[config.mk]
export PLATFORM = sky130hd
export DESIGN_NAME = load_store_unit
export DESIGN_NICKNAME = d
export VERILOG_FILES = /design/src/rtl/load_store_unit.sv
export SDC_FILE = /design/constraint.sdc
export NUM_CORES = 1
export LEC_CHECK = 0
export CORE_MARGIN = 2
export CORE_UTILIZATION = 43
export CTS_BUF_LIST = sky130_fd_sc_hd__clkbuf_8
export CTS_CLUSTER_SIZE = 20
export DETAILED_ROUTE_END_ITERATION = 8
export HOLD_SLACK_MARGIN = 0.15
export PLACE_DENSITY_LB_ADDON = 0.12
export SYNTH_ARGS = -nofsm -noshare
export SYNTH_HDL_FRONTEND = slang
export SYNTH_SLANG_ARGS = --single-unit
[constraint.sdc]
create_clock -name clk -period 2.46 [get_ports clk]
set_clock_uncertainty 0.2 [all_clocks]
set_input_delay 0.369 -clock clk [delete_from_list [all_inputs] [get_ports clk]]
set_output_delay 0.369 -clock clk [all_outputs]
set_load 0.01 [all_outputs]
[src/rtl/load_store_unit.sv]
// Data-memory front end: one load/store at a time to a byte-enabled RAM with
// one-cycle registered read latency; misaligned/illegal requests never reach memory.
//
// state | meaning
// IDLE  | ready to accept a request
// ISSUE | RAM address/byte enables/write strobe presented
// WAIT  | RAM read data valid, lane extracted into resp_rdata
// RESP  | one-cycle response strobe (also the direct target of rejected requests)
module load_store_unit #(
  parameter int ADDRESS_WIDTH = 10,
  parameter int DATA_WIDTH    = 32
) (
  input  logic                     clk,
  input  logic                     rst,
  input  logic                     req_valid,
  output logic                     req_ready,
  input  logic                     req_we,
  input  logic [2:0]               req_funct3,
  input  logic [31:0]              req_addr,
  input  logic [DATA_WIDTH-1:0]    req_wdata,
  output logic                     resp_valid,
  output logic [DATA_WIDTH-1:0]    resp_rdata,
  output logic                     resp_err,
  output logic [ADDRESS_WIDTH-1:0] mem_addr,
  output logic [3:0]               mem_be,
  output logic [DATA_WIDTH-1:0]    mem_wdata,
  output logic                     mem_we,
  input  logic [DATA_WIDTH-1:0]    mem_rdata
);

  typedef enum logic [1:0] {IDLE, ISSUE, WAIT, RESP} state_t;

  state_t      r_state, r_next;
  logic        r_we;
  logic        r_err;
  logic [2:0]  r_funct3;
  logic [1:0]  r_lane;

  logic        w_accept;
  logic        w_legal;
  logic        w_aligned;
  logic        w_ok;
  logic [3:0]  w_be;
  logic [31:0] w_wdata;
  logic [7:0]  w_byte;
  logic [15:0] w_half;
  logic [31:0] w_load;

  assign w_accept = req_valid && (r_state == IDLE);

  always_comb begin
    w_legal   = 1'b0;
    w_aligned = 1'b1;
    w_be      = 4'b1111;
    w_wdata   = req_wdata;
    case (req_funct3)
      3'b000, 3'b001, 3'b010: w_legal = 1'b1;
      3'b100, 3'b101:         w_legal = !req_we;
      default:                w_legal = 1'b0;
    endcase
    case (req_funct3[1:0])
      2'b00: begin
        w_be    = 4'b0001 << req_addr[1:0];
        w_wdata = {4{req_wdata[7:0]}};
      end
      2'b01: begin
        w_aligned = !req_addr[0];
        w_be      = req_addr[1] ? 4'b1100 : 4'b0011;
        w_wdata   = {2{req_wdata[15:0]}};
      end
      default: w_aligned = (req_addr[1:0] == 2'b00);
    endcase
    w_ok = w_legal && w_aligned;
  end

  always_comb begin
    w_byte = mem_rdata[7:0];
    case (r_lane)
      2'd1:    w_byte = mem_rdata[15:8];
      2'd2:    w_byte = mem_rdata[23:16];
      2'd3:    w_byte = mem_rdata[31:24];
      default: w_byte = mem_rdata[7:0];
    endcase
    w_half = r_lane[1] ? mem_rdata[31:16] : mem_rdata[15:0];
    case (r_funct3)
      3'b000:  w_load = {{24{w_byte[7]}}, w_byte};
      3'b001:  w_load = {{16{w_half[15]}}, w_half};
      3'b100:  w_load = {24'd0, w_byte};
      3'b101:  w_load = {16'd0, w_half};
      default: w_load = mem_rdata;
    endcase
  end

  always_ff @(posedge clk) begin
    if (rst) r_state <= IDLE;
    else     r_state <= r_next;
  end

  always_comb begin
    r_next     = r_state;
    req_ready  = 1'b0;
    resp_valid = 1'b0;
    resp_err   = 1'b0;
    case (r_state)
      IDLE: begin
        req_ready = 1'b1;
        if (req_valid) r_next = w_ok ? ISSUE : RESP;
      end
      ISSUE: r_next = WAIT;
      WAIT:  r_next = RESP;
      RESP: begin
        resp_valid = 1'b1;
        resp_err   = r_err;
        r_next     = IDLE;
      end
      default: r_next = IDLE;
    endcase
  end

  always_ff @(posedge clk) begin
    if (rst) begin
      r_we       <= 1'b0;
      r_err      <= 1'b0;
      r_funct3   <= 3'd0;
      r_lane     <= 2'd0;
      resp_rdata <= '0;
      mem_addr   <= '0;
      mem_be     <= 4'd0;
      mem_wdata  <= '0;
      mem_we     <= 1'b0;
    end else begin
      case (r_state)
        IDLE: if (w_accept) begin
          r_we       <= req_we;
          r_err      <= !w_ok;
          r_funct3   <= req_funct3;
          r_lane     <= req_addr[1:0];
          resp_rdata <= '0;
          if (w_ok) begin
            mem_addr <= {req_addr[ADDRESS_WIDTH-1:2], 2'b00};
            if (req_we) begin
              mem_we    <= 1'b1;
              mem_be    <= w_be;
              mem_wdata <= w_wdata;
            end
          end
        end
        ISSUE: begin
          mem_we <= 1'b0;
          mem_be <= 4'd0;
        end
        WAIT: if (!r_we) resp_rdata <= w_load;
        default: ;
      endcase
    end
  end

endmodule
==> results of run 1 <==
## worst min path at each step
stage | to | start
finish | mem_wdata[1] | mem_wdata[1]
global route | mem_wdata[1] | mem_wdata[1]
CTS | mem_wdata[1] | mem_wdata[1]
detailed placement | mem_wdata[1] | mem_wdata[1]
global placement | mem_wdata[31] | mem_wdata[31]
floorplan | r_err | r_err
## cells in the final DEF (no fill, tap or decap), drive strengths merged, types with 7 or more instances in the layout
cell	n
a22o	8
clkbuf	10
nor2b	7
nand3	14
nor2	34
nand2	60
clkdlybuf4s50	159
o21ai	25
a21oi	35
dfxtp	86
nor3	8
a221o	17
inv	7
nand2b	11
mux2i	25
a311oi	8
o2bb2ai	7
buf	28
a211oi	22
## cell usage after synthesis, types with 4 or more instances
cell and number:
dfxtp_1 86, nand2_1 60, a21oi_1 35, nor2_1 34, clkbuf_1 27, mux2i_1 25
o21ai_0 25, a211oi_1 22, a221o_2 16, nand3_1 14, nand2b_1 11, a22o_1 8
a311oi_1 8, nor3_1 8, nor2b_1 7, o2bb2ai_1 7, inv_1 6, o21a_1 6
buf_1 4, buf_2 4, ha_1 4, mux2_2 4
## metal layers
layer | vias up | part of all wire [%] | GRT usage [%] | wire, um
met3 | 24 | 5.2 | 3.69 | 630
met2 | 153 | 46 | 37.7 | 5510
met5 | - | 0 | 0 | 0
met1 | 1923 | 47 | 32.0 | 5610
met4 | 0 | 2.3 | 9.69 | 279
li1 | 1970 | - | - | -
## logic make-up (layout without fill, tap and decap cells)
family	after synthesis	count (layout)	synth area share [%]
AOI/OAI and AO/OA	141	141	25.9
adders and majority gates	4	4	1.26
buffers and inverters	45	209	4.95
DFF	86	86	43.4
muxes	29	29	7.44
other	1	2	0.0945
and+or+nand+nor	148	148	17.0
## power by group
group | switching [uW] | internal (uW) | total [uW]
Combinational | 811 | 841 | 1650
Sequential | 137 | 1580 | 1720
Clock | 519 | 494 | 1010
Total | 1470 | 2920 | 4380
## state kept, by name (all words and copies together) (netlist names), 2 cells and up
register / cells
r_state: 2
mem_wdata: 32
mem_be: 4
mem_addr: 8
r_funct3: 3
r_lane: 2
resp_rdata: 32
## cell type report
class,instances,area (um^2),share of cell area (%)
clock buffers,10,138,2.30
clock inverters,6,62.6,1.04
inverters,6,22.5,0.376
multi-input cells,324,2070,34.6
flip-flops and latches,86,1720,28.7
well taps,111,139,2.32
repair buffers,187,1840,30.6
## worst max-delay path: stages (launching register included)
cell             delay (ns)
dfxtp_1                0.40
inv_1                  0.09
ha_1                   0.23
buf_4                  0.19
clkdlybuf4s50_1        0.48
## through the flow
| step | cells | hold slack, ns | utilization (%) | cell area, um^2 | power [uW] |
|---|---|---|---|---|---|
| 6_report | 730 | 0.255 | 65.8 | 5990 | 4380 |
| 3_5_place_dp | 714 | 0.246 | 63.6 | 5790 | 3390 |
| 2_1_floorplan | 455 | 0.248 | - | 3970 | 2590 |
| 4_1_cts | 730 | 0.258 | 65.8 | 5990 | 4410 |
| 3_3_place_gp | 714 | 0.243 | 63.6 | 5790 | 3350 |
| 5_1_grt | 730 | 0.274 | 65.8 | 5990 | 4620 |
## what timing repair did
| action | in CTS | in global routing |
|---|---|---|
| setup endpoints to repair | 0 | 16 |
| gates resized for setup | 0 | 1 |
| hold buffers | 0 | 0 |
==> results.tsv, run 1 <==
stage	metric	value	unit
setup_path	startpoint types	flop	
floorplan	FP Rows	35	
grt	GRT Util Overall	23.6	%
timing	final setup margin	0.157	ns
setup_path	CP required	1.89	ns
yosys	Gate Count Post-Synth	454	
timing	Max Slew Vio Count	0	
yosys	#FFs+latches synth	86	
clocking	H-tree levels	3	
grt	largest net degree at the start of global routing	56	
timing	Final setup viols	0	
grt	initial antenna violation count	0	
floorplan	Core Footprint	9110	um^2
timing	RSZ-0062 raised after global routing	no	
floorplan	IO Pins	185	
yosys	area leader, netlist	dfxtp_1	
power_and_ir_drop	pwr/cell area	732	nW/um^2
setup_path	WP data arrival	1.73	ns
setup_path	critical path class	reg -> out	
clocking	CTS root buf	clkbuf_8	
finish	fin nets	721	
route	DRT antenna net count	0	
floorplan	full die area	10000	um^2
timing	Final TNS setup	0	ns
setup_path	Max FO, Critical Path	13	
power_and_ir_drop	Lkg Pwr	0.00222	uW
finish	Layout area overhead	51.0	%
run_status	status	completed	
timing	worst relative slew slack	45.9	%
route	DR DRC count	0	
yosys	number of flops mapped to enable cells by yosys	0	
placement	post-placement setup slack	-0.0663	ns
setup_path	start of the worst register-to-register path	r_state[0]	
clocking	Max clock buf depth	2	
min_path	Worst Hold Class	reg -> reg	
route	DR vias	4070	
run	Max Cap Violations	0	
setup_path	R2R Path End	mem_wdata[10]	
floorplan	die extent in x	100	um
route	Vias/cell	5.58	
setup_path	FF-to-FF path depth	8	
yosys	share of the synthesized area in the top cell type	43.4	%
route	total routed wirelength	12000	um
clocking	post-CTS setup buffer count	0	
grt	GRT overflow	0	
clocking	Clock Sinks	86	
clocking	Num CTS Buffers	9	
power_and_ir_drop	worst vdd ir	0.432	mV
placement	placer congestion estimate	0.846	
clocking	Clock Latency Late Sink	0.35	ns
yosys	mapped cell area	3970	um^2
clocking	CTS tree	done	
yosys	mean post-synth cell area	8.74	um^2
clocking	CTS clk-pin slew, worst paths	0.08	ns
yosys	register area share after synthesis	43.4	%
timing	worst slew pin tran	0.803	ns
min_path	hold path depth	2	
route	Pre-Repair DR Iteration Count	4	
route	routed len/inst	16.5	um
timing	Hold Vio Cnt, Final	0	
timing	final period utilization	93.6	%
placement	Final HPWL DP	8650	um
timing	min Tclk post-route	2.30	ns
finish	n_diodes	0	
grt	first-pass GRT wire length	18800	um
setup_path	Reg2Reg Setup Slack	0.31	ns
yosys	synth warn	0	
yosys	fraction of registers with async set/reset	0	%
setup_path	Critical Path Sink Type	output pin	
floorplan	Die Y-Extent	100	um
finish	share of layout cells above drive strength 1	11.1	%
yosys	top cells by area, synth	dfxtp_1 (43%), mux2i_1 (6.3%), nand2_1 (5.7%), a221o_2 (4.5%), a21oi_1 (4.4%)	
yosys	number of distinct library cells after synthesis	42	
yosys	dominant synthesized flop cell	dfxtp_1	
finish	# fillers	768	
timing	fmax	434	MHz
grt	vias in the first global route	3759	
floorplan	initial core utilization	43.6	%
route	1st-iter DRT viols	167	
setup_path	Crit. Startpoint	r_state[0]	
placement	Port-buffer cells	160	
setup_path	crit path to	req_ready	
Power figures use the tool's default switching activity.
==> inputs of run 2 (changes only) <==
--- a/config.mk
+++ b/config.mk
@@ -6,7 +6,7 @@
 export NUM_CORES = 1
 export LEC_CHECK = 0
 export CORE_MARGIN = 2
-export CORE_UTILIZATION = 43
+export CORE_UTILIZATION = 40
 export CTS_BUF_LIST = sky130_fd_sc_hd__clkbuf_8
 export CTS_CLUSTER_SIZE = 20
 export DETAILED_ROUTE_END_ITERATION = 8
==> results.tsv, run 2 (synthesis gave the netlist of run 1 again) <==
stage	metric	value	unit	change
run_status	status	completed		
clocking	cts hold-fix bufs	0		unchanged
timing	min Tclk post-route	2.34	ns	+0.0327 ns
route	DR vias	4015		-1.4%
setup_path	CP required	1.89	ns	about the same
finish	share of layout cells above drive strength 1	11.3	%	+0.11 points
finish	commonest non-fill, non-tap cell in the layout	clkdlybuf4s50_1		
clocking	Clock Sinks	86		unchanged
route	DR DRC count	0		unchanged
min_path	Worst Hold Class	reg -> reg		
timing	RSZ-0062 raised after global routing	no		
route	Vias/cell	5.32		-4.6%
timing	worst slew pin tran	0.689	ns	-0.113 ns
setup_path	Crit. Startpoint	r_state[0]		
finish	largest registers	mem_wdata: 32 flops, resp_rdata: 32 flops, mem_addr: 8 flops		
setup_path	startpoint types	flop		
floorplan	Die Y-Extent	104	um	+3.5%
finish	multi-input logic area	2070	um^2	unchanged
grt	initial antenna violation count	0		unchanged
placement	placer congestion estimate	0.822		-2.8%
route	Pre-Repair DR Iteration Count	4		unchanged
timing	Hold Vio Cnt, Final	0		unchanged
min_path	worst min-delay path startpoint	mem_wdata[27]		
floorplan	Core Footprint	9680	um^2	+6.3%
finish	fin nets	724		+0.42%
finish	post-route cell area	6060	um^2	+1.1%
placement	Port-buffer cells	160		unchanged
timing	Final setup viols	0		unchanged
finish	# fillers	873		+14%
placement	post-placement setup slack	-0.0734	ns	-0.00716 ns
clocking	Num CTS Buffers	9		unchanged
finish	Final Core Density	62.6	%	-3.2 points
floorplan	IO Pins	185		unchanged
route	routed len/inst	15.9	um	-3.5%
timing	worst relative slew slack	54.0	%	+8.1 points
setup_path	Max FO, Critical Path	13		unchanged
power_and_ir_drop	pwr/cell area	737	nW/um^2	+0.71%
route	DRT antenna net count	0		unchanged
grt	gr busiest metal	met2		
run	Max Cap Violations	0		unchanged
floorplan	initial core utilization	41.0	%	-2.6 points
finish	most frequent cells in the layout	clkdlybuf4s50_1 (159), dfxtp_1 (86), nand2_1 (60)		
timing	final period utilization	94.9	%	+1.3 points
setup_path	critical path class	reg -> out		
grt	first-pass GRT wire length	19700	um	+4.6%
setup_path	Critical Path Sink Type	output pin		
power_and_ir_drop	worst vdd ir	0.497	mV	+15%
grt	met2 GRT Util	35.7	%	-2.0 points
setup_path	WP data arrival	1.77	ns	+0.04 ns
floorplan	FP Rows	36		+2.9%
clocking	CTS tree	done		
clocking	Clock Latency Late Sink	0.35	ns	about the same
timing	fmax	428	MHz	-1.4%
grt	met3 usage	5.16	%	+1.5 points
finish	register area	1720	um^2	unchanged
grt	GR Layer Usage met1	30.1	%	-1.9 points
route	total routed wirelength	12000	um	-0.20%
clocking	Max clock buf depth	2		unchanged
placement	Final HPWL DP	9000	um	+4.1%
floorplan	die extent in x	104	um	+3.5%
power_and_ir_drop	Lkg Pwr	0.00225	uW	+1.5%
clocking	post-CTS setup buffer count	0		unchanged
clocking	CTS clk-pin slew, worst paths	0.08	ns	about the same
placement	dpl cells	739		+3.5%
floorplan	full die area	10700	um^2	+7.2%
grt	GRT overflow	0		unchanged
grt	GRT Util Overall	22.4	%	-1.2 points
clocking	CTS root buf	clkbuf_8		
finish	Layout area overhead	52.6	%	
setup_path	start of the worst register-to-register path	r_state[0]		
grt	largest net degree at the start of global routing	56		unchanged
finish	Layout Cells excl Fill	755		+3.4%
grt	vias in the first global route	3939		+4.8%
route	1st-iter DRT viols	197		+18%
clocking	post-CTS resize count	0		unchanged
timing	Max Slew Vio Count	0		unchanged
finish	n_diodes	0		unchanged
timing	final setup margin	0.125	ns	-0.0327 ns
clocking	H-tree levels	3		unchanged
placement	Post-DP Area	5840	um^2	+0.86%
[run 2: cell types whose count changed in the layout (fill, tap and decap cells not counted)]
cell	before	now
buf_4	24	27
bufinv_16	1	2
clkinv_2	1	0
clkinv_4	1	0
clkinvlp_4	2	1
inv_1	7	9
[run 2: layout make-up]
type                            count  area share (%)
Sequential cell                    86            28.4
Timing Repair Buffer              190            30.7
Inverter                            6           0.372
Tap cell                          133            2.75
Clock inverter                      6            1.30
Clock buffer                       10            2.27
Multi-Input combinational cell    324            34.2
[run 2: worst paths after layout]
| check | endpoint | slack, ns | depth (start not counted) |
|---|---|---|---|
| hold / removal | mem_wdata[27] | 0.26 | 2 |
| hold reg to reg | mem_wdata[27] | 0.26 | 2 |
| setup reg to reg | resp_rdata[31] | 0.28 | 8 |
| setup / recovery | req_ready | 0.12 | 4 |
[run 2: per-stage QoR]
step / hold WS (ns) / total power (uW) / TNS, ns
6_report: 0.255 / 4460 / 0
5_1_grt: 0.273 / 4720 / 0
4_1_cts: 0.261 / 4490 / 0
3_5_place_dp: 0.249 / 3400 / -1.41
3_3_place_gp: 0.243 / 3360 / -0.763
2_1_floorplan: 0.248 / 2590 / 0
[run 2: power breakdown]
part	leakage [uW]	internal (uW)	switching (uW)	total, uW
logic	0.00143	850	813	1660
registers	0.000698	1580	131	1710
clock network	0.000116	589	497	1090
total	0.00225	3020	1440	4460
[run 2: routing by layer]
layer / vias up / share of wire, % / routed length (um)
li1: 1969 / - / -
met2: 107 / 47 / 5700
met4: 0 / 0.92 / 110
met1: 1930 / 46 / 5500
met3: 9 / 5.8 / 697
met5: - / 0 / 0
[run 2: critical path, stage by stage (launching register included)]
cell and delay (ns):
dfxtp_1 0.41, inv_1 0.09, ha_1 0.23, buf_4 0.19, clkdlybuf4s50_1 0.49
